--- src/rtl/mem_arbiter_pkg.sv ---
`default_nettype none
// ============================================================================
// Module      : mem_arbiter_pkg
// Description : Shared types and defaults for the unified memory arbiter.
//               Holds the response-owner state encoding and the default
//               address/data widths used by the arbiter and its interface.
// Revision    : 1.0 - initial release
// ============================================================================
package mem_arbiter_pkg;

    localparam int ADDR_W_DEF = 16;
    localparam int DATA_W_DEF = 32;

    // Owner of the response that returns in the following cycle
    typedef enum logic [1:0] {
        ST_IDLE     = 2'd0,
        ST_RESP_IF  = 2'd1,
        ST_RESP_LSU = 2'd2
    } state_t;

endpackage
`default_nettype wire

--- src/rtl/mem_arbiter_if.sv ---
`default_nettype none
// ============================================================================
// Module      : mem_arbiter_if
// Description : Bundles the fetch (if_*), load/store (lsu_*) and memory
//               (mem_*) channels of the unified memory arbiter.
//               slave  - arbiter view (accepts requests, drives memory)
//               master - environment view (requesters and memory)
// Revision    : 1.0 - initial release
// ============================================================================
interface mem_arbiter_if
    import mem_arbiter_pkg::*;
#(
    parameter int ADDR_W = ADDR_W_DEF,
    parameter int DATA_W = DATA_W_DEF
);

    // Fetch channel
    logic              if_valid;
    logic              if_ready;
    logic [ADDR_W-1:0] if_addr;
    logic              if_rvalid;
    logic [DATA_W-1:0] if_rdata;

    // Load/store channel
    logic              lsu_valid;
    logic              lsu_ready;
    logic              lsu_we;
    logic [ADDR_W-1:0] lsu_addr;
    logic [DATA_W-1:0] lsu_wdata;
    logic              lsu_rvalid;
    logic [DATA_W-1:0] lsu_rdata;

    // Memory command channel
    logic              mem_req;
    logic              mem_we;
    logic [ADDR_W-1:0] mem_addr;
    logic [DATA_W-1:0] mem_wdata;
    logic [DATA_W-1:0] mem_rdata;

    modport slave (
        input  if_valid, if_addr,
        input  lsu_valid, lsu_we, lsu_addr, lsu_wdata,
        input  mem_rdata,
        output if_ready, if_rvalid, if_rdata,
        output lsu_ready, lsu_rvalid, lsu_rdata,
        output mem_req, mem_we, mem_addr, mem_wdata
    );

    modport master (
        output if_valid, if_addr,
        output lsu_valid, lsu_we, lsu_addr, lsu_wdata,
        output mem_rdata,
        input  if_ready, if_rvalid, if_rdata,
        input  lsu_ready, lsu_rvalid, lsu_rdata,
        input  mem_req, mem_we, mem_addr, mem_wdata
    );

endinterface
`default_nettype wire

--- src/rtl/mem_arbiter_stats.sv ---
`default_nettype none
// ============================================================================
// Module      : mem_arbiter_stats
// Description : Free-running statistics counters for the memory arbiter:
//               fetch grants, load/store grants and conflict cycles (both
//               requesters valid). Counters clear on reset and wrap.
// Ports       : clk, rst_n          - clock, async active-low reset
//               if_grant, lsu_grant - one-cycle grant strobes
//               conflict            - both requesters valid this cycle
//               stat_*              - counter values
// Revision    : 1.0 - initial release
// ============================================================================
module mem_arbiter_stats #(
    parameter int CNT_W = 32
) (
    input  logic             clk,
    input  logic             rst_n,
    input  logic             if_grant,
    input  logic             lsu_grant,
    input  logic             conflict,
    output logic [CNT_W-1:0] stat_if_grants,
    output logic [CNT_W-1:0] stat_lsu_grants,
    output logic [CNT_W-1:0] stat_conflicts
);

    logic [CNT_W-1:0] r_if_grants;
    logic [CNT_W-1:0] r_lsu_grants;
    logic [CNT_W-1:0] r_conflicts;

    always_ff @(posedge clk or negedge rst_n) begin
        if (!rst_n) begin
            r_if_grants  <= '0;
            r_lsu_grants <= '0;
            r_conflicts  <= '0;
        end else begin
            if (if_grant)  r_if_grants  <= r_if_grants  + 1'b1;
            if (lsu_grant) r_lsu_grants <= r_lsu_grants + 1'b1;
            if (conflict)  r_conflicts  <= r_conflicts  + 1'b1;
        end
    end

    assign stat_if_grants  = r_if_grants;
    assign stat_lsu_grants = r_lsu_grants;
    assign stat_conflicts  = r_conflicts;

endmodule
`default_nettype wire

--- src/rtl/mem_arbiter.sv ---
`default_nettype none
// ============================================================================
// Module      : mem_arbiter
// Description : Shares a single-ported unified memory between the fetch unit
//               (IF) and the load/store unit (LSU). One command per cycle,
//               LSU has priority unless IF has been denied STARVE_MAX
//               consecutive cycles. Read data (1-cycle latency) is routed
//               back to the requester that owned the command.
// Ports       : clk, rst_n - clock, async active-low reset
//               bus        - mem_arbiter_if.slave (if_*, lsu_*, mem_*)
//               stat_*     - grant/conflict counters (MEM_ARB_STATS_EN only)
// Config      : MEM_ARB_STATS_EN - adds the statistics counters and ports
// Revision    : 1.0 - initial release
// ============================================================================
module mem_arbiter
    import mem_arbiter_pkg::*;
#(
    parameter int ADDR_W     = ADDR_W_DEF,
    parameter int DATA_W     = DATA_W_DEF,
    parameter int STARVE_MAX = 4
`ifdef MEM_ARB_STATS_EN
    ,
    parameter int CNT_W      = 32
`endif
) (
    input  logic             clk,
    input  logic             rst_n,
    mem_arbiter_if.slave     bus
`ifdef MEM_ARB_STATS_EN
    ,
    output logic [CNT_W-1:0] stat_if_grants,
    output logic [CNT_W-1:0] stat_lsu_grants,
    output logic [CNT_W-1:0] stat_conflicts
`endif
);

    localparam int          SC_W     = $clog2(STARVE_MAX + 1);
    localparam logic [SC_W-1:0] C_SMAX = SC_W'(STARVE_MAX);

    state_t            r_state;
    state_t            w_state_nxt;
    logic [SC_W-1:0]   r_starve_cnt;
    logic [SC_W-1:0]   w_starve_nxt;
    logic              r_lsu_we;
    logic              w_if_win;
    logic              w_lsu_win;
    logic [ADDR_W-1:0] w_addr;

    // ------------------------------------------------------------------
    // Grant. Nothing is granted while reset is asserted so no command
    // escapes to memory before the response FSM is live.
    // ------------------------------------------------------------------
    always_comb begin
        w_if_win  = 1'b0;
        w_lsu_win = 1'b0;
        if (rst_n) begin
            w_if_win  = bus.if_valid && (!bus.lsu_valid || (r_starve_cnt == C_SMAX));
            w_lsu_win = bus.lsu_valid && !w_if_win;
        end
    end

    always_comb begin
        w_addr = '0;
        if (w_lsu_win)     w_addr = bus.lsu_addr;
        else if (w_if_win) w_addr = bus.if_addr;
    end

    assign bus.if_ready  = w_if_win;
    assign bus.lsu_ready = w_lsu_win;
    assign bus.mem_req   = w_if_win || w_lsu_win;
    assign bus.mem_we    = w_lsu_win && bus.lsu_we;
    assign bus.mem_addr  = w_addr;
    assign bus.mem_wdata = (w_lsu_win && bus.lsu_we) ? bus.lsu_wdata : {DATA_W{1'b0}};

    // ------------------------------------------------------------------
    // Response owner FSM: next state is whoever was granted this cycle.
    // ------------------------------------------------------------------
    always_comb begin
        w_state_nxt = ST_IDLE;
        if (w_if_win)       w_state_nxt = ST_RESP_IF;
        else if (w_lsu_win) w_state_nxt = ST_RESP_LSU;
    end

    // Starvation counter: only counts while IF is actively being refused
    always_comb begin
        w_starve_nxt = r_starve_cnt;
        if (!bus.if_valid || w_if_win)  w_starve_nxt = '0;
        else if (r_starve_cnt != C_SMAX) w_starve_nxt = r_starve_cnt + 1'b1;
    end

    always_ff @(posedge clk or negedge rst_n) begin
        if (!rst_n) begin
            r_state      <= ST_IDLE;
            r_starve_cnt <= '0;
            r_lsu_we     <= 1'b0;
        end else begin
            r_state      <= w_state_nxt;
            r_starve_cnt <= w_starve_nxt;
            r_lsu_we     <= w_lsu_win && bus.lsu_we;
        end
    end

    // Store acknowledges return zero data rather than stale memory output
    assign bus.if_rvalid  = (r_state == ST_RESP_IF);
    assign bus.if_rdata   = (r_state == ST_RESP_IF) ? bus.mem_rdata : {DATA_W{1'b0}};
    assign bus.lsu_rvalid = (r_state == ST_RESP_LSU);
    assign bus.lsu_rdata  = ((r_state == ST_RESP_LSU) && !r_lsu_we) ? bus.mem_rdata
                                                                     : {DATA_W{1'b0}};

`ifdef MEM_ARB_STATS_EN
    mem_arbiter_stats #(
        .CNT_W (CNT_W)
    ) u_stats (
        .clk             (clk),
        .rst_n           (rst_n),
        .if_grant        (w_if_win),
        .lsu_grant       (w_lsu_win),
        .conflict        (rst_n && bus.if_valid && bus.lsu_valid),
        .stat_if_grants  (stat_if_grants),
        .stat_lsu_grants (stat_lsu_grants),
        .stat_conflicts  (stat_conflicts)
    );
`endif

endmodule
`default_nettype wire

--- src/flat_wrapper.sv ---
// flat-port wrapper written by rule: the top's interface ports become plain ports
module mem_arbiter_flat import mem_arbiter_pkg::*;
#(
    parameter int ADDR_W     = ADDR_W_DEF,
    parameter int DATA_W     = DATA_W_DEF,
    parameter int STARVE_MAX = 4

)
  (clk, rst_n, bus_if_valid, bus_if_addr, bus_lsu_valid, bus_lsu_we, bus_lsu_addr, bus_lsu_wdata, bus_mem_rdata, bus_if_ready, bus_if_rvalid, bus_if_rdata, bus_lsu_ready, bus_lsu_rvalid, bus_lsu_rdata, bus_mem_req, bus_mem_we, bus_mem_addr, bus_mem_wdata);
  mem_arbiter_if #(.ADDR_W(ADDR_W), .DATA_W(DATA_W)) bus_i ();
  input  logic clk;
  input  logic rst_n;
  input wire logic [$bits(bus_i.if_valid)-1:0] bus_if_valid;
  input wire logic [$bits(bus_i.if_addr)-1:0] bus_if_addr;
  input wire logic [$bits(bus_i.lsu_valid)-1:0] bus_lsu_valid;
  input wire logic [$bits(bus_i.lsu_we)-1:0] bus_lsu_we;
  input wire logic [$bits(bus_i.lsu_addr)-1:0] bus_lsu_addr;
  input wire logic [$bits(bus_i.lsu_wdata)-1:0] bus_lsu_wdata;
  input wire logic [$bits(bus_i.mem_rdata)-1:0] bus_mem_rdata;
  output wire logic [$bits(bus_i.if_ready)-1:0] bus_if_ready;
  output wire logic [$bits(bus_i.if_rvalid)-1:0] bus_if_rvalid;
  output wire logic [$bits(bus_i.if_rdata)-1:0] bus_if_rdata;
  output wire logic [$bits(bus_i.lsu_ready)-1:0] bus_lsu_ready;
  output wire logic [$bits(bus_i.lsu_rvalid)-1:0] bus_lsu_rvalid;
  output wire logic [$bits(bus_i.lsu_rdata)-1:0] bus_lsu_rdata;
  output wire logic [$bits(bus_i.mem_req)-1:0] bus_mem_req;
  output wire logic [$bits(bus_i.mem_we)-1:0] bus_mem_we;
  output wire logic [$bits(bus_i.mem_addr)-1:0] bus_mem_addr;
  output wire logic [$bits(bus_i.mem_wdata)-1:0] bus_mem_wdata;
  assign bus_i.if_valid = bus_if_valid;
  assign bus_i.if_addr = bus_if_addr;
  assign bus_i.lsu_valid = bus_lsu_valid;
  assign bus_i.lsu_we = bus_lsu_we;
  assign bus_i.lsu_addr = bus_lsu_addr;
  assign bus_i.lsu_wdata = bus_lsu_wdata;
  assign bus_i.mem_rdata = bus_mem_rdata;
  assign bus_if_ready = bus_i.if_ready;
  assign bus_if_rvalid = bus_i.if_rvalid;
  assign bus_if_rdata = bus_i.if_rdata;
  assign bus_lsu_ready = bus_i.lsu_ready;
  assign bus_lsu_rvalid = bus_i.lsu_rvalid;
  assign bus_lsu_rdata = bus_i.lsu_rdata;
  assign bus_mem_req = bus_i.mem_req;
  assign bus_mem_we = bus_i.mem_we;
  assign bus_mem_addr = bus_i.mem_addr;
  assign bus_mem_wdata = bus_i.mem_wdata;
  mem_arbiter #(.ADDR_W(ADDR_W), .DATA_W(DATA_W), .STARVE_MAX(STARVE_MAX)) u_core (.clk(clk), .rst_n(rst_n), .bus(bus_i));
endmodule
--- config.mk ---
export PLATFORM = sky130hd
export DESIGN_NAME = mem_arbiter_flat
export DESIGN_NICKNAME = d
export VERILOG_FILES = /design/src/rtl/mem_arbiter_pkg.sv /design/src/rtl/mem_arbiter_if.sv /design/src/rtl/mem_arbiter_stats.sv /design/src/rtl/mem_arbiter.sv /design/src/flat_wrapper.sv
export SDC_FILE = /design/constraint.sdc
export NUM_CORES = 1
export LEC_CHECK = 0
export CORE_MARGIN = 5
export CORE_UTILIZATION = 20
export DETAILED_ROUTE_END_ITERATION = 16
export GPL_ROUTABILITY_DRIVEN = 0
export PLACE_DENSITY = 0.88
export SYNTH_ARGS = -nofsm -noshare
export SYNTH_HDL_FRONTEND = slang
export SYNTH_SLANG_ARGS = --single-unit
--- constraint.sdc ---
create_clock -name clk -period 1.98 [get_ports clk]
set_clock_uncertainty 0.05 [all_clocks]
set_input_delay 0.396 -clock clk [delete_from_list [all_inputs] [get_ports clk]]
set_output_delay 0.396 -clock clk [all_outputs]
set_load 0.01 [all_outputs]
==> results of run 1 <==
[Yosys cell counts]
cell / count
a21oi_1: 1
a21oi_4: 1
a22o_1: 16
a31oi_1: 1
a31oi_2: 1
a31oi_4: 1
and2_1: 96
and2b_1: 1
buf_2: 2
buf_4: 1
buf_6: 1
clkbuf_1: 8
dfrtp_1: 6
ha_1: 2
inv_1: 2
mux2_2: 1
nand2_1: 7
nand2_2: 1
nand2b_1: 1
nand3_1: 1
nor2b_1: 2
o211ai_1: 1
o22ai_1: 2
or2_2: 2
[worst max-delay path, cell delays in order, from the launching register on]
cell and delay (ps):
dfrtp_1 350, inv_2 60, ha_4 160, buf_6 110
a31oi_4 260, buf_8 180, a22o_1 150, buf_2 130
[power by group through the flow]
stage	clock (mW)	sequential (mW)	combinational [mW]
detailed placement	0	0.135	0.587
global route	0.198	0.136	0.599
finish	0.180	0.136	0.558
floorplan	0	0.135	0.167
global placement	0	0.135	0.576
CTS	0.186	0.136	0.568
[timing repair]
item / in CTS / in global routing
setup buffers: 8 / 1
gates cloned: 3 / 0
resized for setup: 382 / 22
pin swaps: 2 / 4
endpoints found under the setup margin: 117 / 55
[per-stage QoR]
stage	util, %	TNS, ps
5_1_grt	60.25	-6648
2_1_floorplan	-	0
3_5_place_dp	63.75	-30380
6_report	60.25	-2531
4_1_cts	60.73	-4907
3_3_place_gp	63.75	-28220
[cell type report]
type	count	share of cell area, %
clock buffer	3	1.237
inverter	2	0.2249
multi-input combinational	138	29.87
sequential	6	4.498
tap	72	2.699
timing repair buffer	241	61.47
[registers in the layout (all words and copies together), names as in the netlist]
register / cells
u_core.r_lsu_we: 1
u_core.r_starve_cnt: 3
u_core.r_state: 2
[cells by family (layout without fill, tap and decap cells)]
logic type / Yosys count / after routing / share of synthesized area (%)
flip-flops: 6 / 6 / 13.04
AO/OA/AOI/OAI: 24 / 24 / 19.24
adder cells (fa/ha/maj): 2 / 2 / 2.174
multiplexers: 1 / 1 / 0.9782
AND/OR/NAND/NOR: 111 / 111 / 58.81
buffers and inverters: 14 / 246 / 5.761
[worst min-delay path by stage]
stage                                      start                     end  slack [ps]
after floorplan                            rst_n         u_core.r_lsu_we          50
after global placement    u_core.r_starve_cnt[0]  u_core.r_starve_cnt[0]         490
after detailed placement  u_core.r_starve_cnt[0]  u_core.r_starve_cnt[0]         510
after CTS                                  rst_n  u_core.r_starve_cnt[2]         260
after global routing                       rst_n  u_core.r_starve_cnt[2]         280
final                                      rst_n         u_core.r_lsu_we         270
[routing by layer]
metal / vias up / part of all wire [%] / global-route usage (%)
met5: - / 0 / 0
met4: 0 / 2.3 / 5.036
met1: 854 / 34 / 17.30
met3: 12 / 9.5 / 5.187
li1: 981 / - / -
met2: 106 / 55 / 34.90
==> run summary, run 1 <==
status -> complete, but fails checks
failing checks -> negative setup slack
I/O pin count -> 219
sw power -> 256.1 µW
Seq pwr share -> 15.5%
slew margin rel. -> 78.32%
Sink Count -> 6
Setup WS post-layout -> -87.52 ps
max-slew violation count -> 0
Placed Instance Area -> 3532 µm²
reg2reg path depth -> 6
hold buffer count at cts -> 0
H-tree depth -> 1
largest net degree at the start of global routing -> 20
WL/cell -> 15.68 µm
commonest non-fill, non-tap cell in the layout -> clkdlybuf4s50_1
core area -> 5540 µm²
Cell Int Power -> 618.5 µW
Multi-input gate area -> 997.2 µm²
Max clock buf depth -> 2
PwrDens -> 262.0 nW/µm²
drc violations -> 0
Layout area overhead -> 190.0%
Netlist cell types -> 24
Placed Cells -> 450
clock-pin slew of the registers on the worst-case setup and hold paths -> 40 ps
commonest cells after routing, fill and taps aside -> clkdlybuf4s50_1, and2_1, buf_2, dlygate4sd2_1
Synth area leader -> and2_1
Root Buffer -> clkbuf_8
Hold Path Class -> in -> async
PortBufs -> 218
fillcell total -> 540
starting density of the core -> 20.78%
Comb pwr share -> 63.8%
post-synthesis sequential area ratio -> 13.04%
first-pass GRT wire length -> 10.46 mm
share of Yosys cell area claimed by the top area cell type -> 52.17%
largest cells by area after synthesis -> and2_1, dfrtp_1, a22o_1, clkbuf_1, nand2_1
Worst Setup EP -> bus_mem_addr[6]
Synth Cell Area -> 1151 µm²
crit start category -> register
Critical Path RT -> 1530 ps
Die X -> 85.87 µm
Antenna Violating Nets Remaining -> 0
DR vias -> 1,953
sw frac -> 29.29%
endpoints failing hold -> 0
R2R setup slack -> 580 ps
number of max-cap violations -> 0
hold_ws -> 270.8 ps
grt ovf -> 0
vias in the first global route -> 1,991
Synth Net Count -> 261
WS Path Type -> reg -> out
DR iter-0 viols -> 35
Via density -> 4.227
row cnt -> 27
worst slew pin tran -> 325.2 ps
RSZ-0062 raised after global routing -> true
Fmax -> 483.7 MHz
Worst Setup SP -> u_core.r_starve_cnt[0]
CTS tree -> built
die area -> 7373 µm²
Die Y -> 85.87 µm
worst vdd ir -> 172.9 µV
crit path DAT -> 1620 ps
Total Power -> 874.6 µW
reg2reg start -> u_core.r_starve_cnt[0]
FF+latch count, synth -> 6
share of layout cells above drive strength 1 -> 33.85%
Initial DRT Pass Iterations -> 4
post-layout minimum cycle time -> 2068 ps
YS warnings -> 0
Finish-stage setup viols -> 47
Mapped Avg Cell Area -> 7.285 µm²
Gate Count Post-Synth -> 158
post-route cell area -> 3338 µm²
pre-CTS WS -> -619.4 ps
final worst path period share -> 104.4%
nets@finish -> 495
dpl hpwl -> 5.968 mm
Antenna Cells -> 0
Non-Filler Instances -> 462
Clk network pwr share -> 20.6%
CTS Buf Count -> 3
CP Capture Type -> output pin
Reg area -> 150.1 µm²
initial antenna violation count -> 0
crit path max fanout -> 12
FF-to-FF End -> u_core.r_starve_cnt[0]
Lkg Pwr -> 1.792 nW
gr usage total -> 17.60%
final WL -> 7.245 mm
clock latency on the worst-skew pair -> 220 ps
Note: power is estimated with default switching activity, not from simulation.
==> inputs of run 2 (changes only) <==
--- a/config.mk
+++ b/config.mk
@@ -13,3 +13,4 @@
 export SYNTH_ARGS = -nofsm -noshare
 export SYNTH_HDL_FRONTEND = slang
 export SYNTH_SLANG_ARGS = --single-unit
+export TNS_END_PERCENT = 5
==> run 2 against run 1 <==
Against the previous run: the flow still finishes with violations (negative setup slack); final cell count decreased by 0.87%; count of clock-buffer cells in the layout unchanged; first-iteration DRC count fell by 26%; setup slack improved by 17 ps; clock power is essentially flat; routed wire length fell by 3.6%; global-route usage shrank 0.67 points; non-clock buffer count decreased by 4; design area shrank 0.26%; via count decreased by 1.2%; sequential cell count is the same; sequential share of layout area barely moved.
==> run summary, run 2 (synthesized netlist as in run 1, its figures left out) <==
Fmax -> 487.7 MHz
share of layout cells above drive strength 1 -> 30.05%
DR vias -> 1,929
DR iter-0 viols -> 26
FF-to-FF End -> u_core.r_starve_cnt[0]
first-pass GRT wire length -> 10.08 mm
crit start category -> register
CTS tree -> built
max-slew violation count -> 0
post-layout minimum cycle time -> 2051 ps
failing checks -> negative setup slack
Worst Setup EP -> bus_if_rdata[21]
crit path DAT -> 1600 ps
Antenna Cells -> 0
row cnt -> 27
reg2reg start -> u_core.r_starve_cnt[0]
die area -> 7373 µm²
Finish-stage setup viols -> 40
Antenna Violating Nets Remaining -> 0
post-route cell area -> 3329 µm²
RSZ-0062 raised after global routing -> true
status -> complete, but fails checks
clock latency on the worst-skew pair -> 220 ps
hold buffer count at cts -> 0
drc violations -> 0
Die X -> 85.87 µm
WS Path Type -> reg -> out
initial antenna violation count -> 0
number of max-cap violations -> 0
Worst Setup SP -> u_core.r_state[0]
commonest cells after routing, fill and taps aside -> clkdlybuf4s50_1, and2_1, buf_2, clkbuf_2, dlygate4sd2_1
gr usage total -> 16.92%
Lkg Pwr -> 1.791 nW
Sink Count -> 6
final worst path period share -> 103.6%
core area -> 5540 µm²
worst vdd ir -> 173.7 µV
Max clock buf depth -> 2
final WL -> 6.981 mm
Finished Core Util -> 60.09%
Layout area overhead -> 189.2%
max FFs per register -> 3
H-tree depth -> 1
fillcell total -> 538
worst slew pin tran -> 325.0 ps
PwrDens -> 259.5 nW/µm²
CP Capture Type -> output pin
register with the most flip-flops -> u_core.r_starve_cnt
Via density -> 4.212
Setup WS post-layout -> -70.57 ps
PortBufs -> 218
vias in the first global route -> 1,927
crit path max fanout -> 33
slew margin rel. -> 78.33%
nets@finish -> 491
reg2reg path depth -> 6
CTS Buf Count -> 3
largest net degree at the start of global routing -> 34
starting density of the core -> 20.78%
clock-pin slew of the registers on the worst-case setup and hold paths -> 40 ps
Root Buffer -> clkbuf_8
Placed Instance Area -> 3532 µm²
grt ovf -> 0
commonest non-fill, non-tap cell in the layout -> clkdlybuf4s50_1
R2R setup slack -> 570 ps
endpoints failing hold -> 0
dpl hpwl -> 5.968 mm
Initial DRT Pass Iterations -> 4
WL/cell -> 15.24 µm
Die Y -> 85.87 µm
largest registers -> u_core.r_starve_cnt: 3 flops, u_core.r_state: 2 flops, u_core.r_lsu_we: 1 flops
Hold Path Class -> in -> async
I/O pin count -> 219
Critical Path RT -> 1530 ps
[run 2: cell types whose count changed in the layout (fill, tap and decap cells not counted), moves of 6 or more]
| cell | before | now |
|---|---|---|
| clkdlybuf4s15_1 | 0 | 10 |
| clkdlybuf4s50_1 | 97 | 108 |
| dlygate4sd2_1 | 37 | 17 |
| clkbuf_2 | 5 | 25 |
| buf_4 | 16 | 10 |
| buf_2 | 69 | 44 |
| dlymetal6s2s_1 | 0 | 9 |
[run 2: final cells by class]
type | count | area, µm² | share of cell area, %
timing repair buffer | 237 | 2054 | 61.71
multi-input combinational | 138 | 985.9 | 29.61
sequential | 6 | 150.1 | 4.510
tap | 72 | 90.09 | 2.706
clock buffer | 3 | 41.29 | 1.240
inverter | 2 | 7.507 | 0.2255
[run 2: power breakdown]
group	switching [mW]	internal, mW
Sequential	0.00500	0.130
Combinational	0.196	0.352
Clock	0.0508	0.130
[run 2: worst min path at each step]
stage / end / slack, ps / depth (start not counted)
2_1_floorplan: u_core.r_lsu_we / 50 / 0
3_3_place_gp: u_core.r_starve_cnt[0] / 490 / 3
3_5_place_dp: u_core.r_starve_cnt[0] / 510 / 3
4_1_cts: u_core.r_starve_cnt[2] / 260 / 2
5_1_grt: u_core.r_starve_cnt[2] / 280 / 2
6_report: u_core.r_lsu_we / 270 / 2
[run 2: repair_timing]
action / CTS / global route
buffers inserted: 6 / 1
pin swaps: 10 / 9
cloned: 1 / 0
resized for setup: 235 / 114
setup endpoints to repair: 117 / 102
[run 2: critical path, stage by stage (launching register included)]
cell             delay, ps
dfrtp_1                350
nor2b_2                190
buf_12                 170
and2_1                 140
clkdlybuf4s50_1        530
[run 2: layer usage]
metal	share of wire [%]	track usage [%]
met4	1.5	3.165
met5	0	0
met2	55	34.13
met1	34	17.01
met3	9.2	4.707
[run 2: metrics by stage]
| step | setup slack [ps] | hold slack [ps] | cells | setup TNS [ps] | total power, mW |
|---|---|---|---|---|---|
| after CTS | -236.5 | 263.5 | 460 | -10270 | 0.8929 |
| after detailed placement | -619.4 | 508.1 | 450 | -30380 | 0.7221 |
| after floorplan | 114.1 | 50.41 | 158 | 0 | 0.3024 |
| final | -70.57 | 270.5 | 458 | -1246 | 0.8640 |
| after global routing | -129.2 | 282.2 | 458 | -5589 | 0.9216 |
| after global placement | -575.0 | 485.6 | 450 | -28220 | 0.7109 |
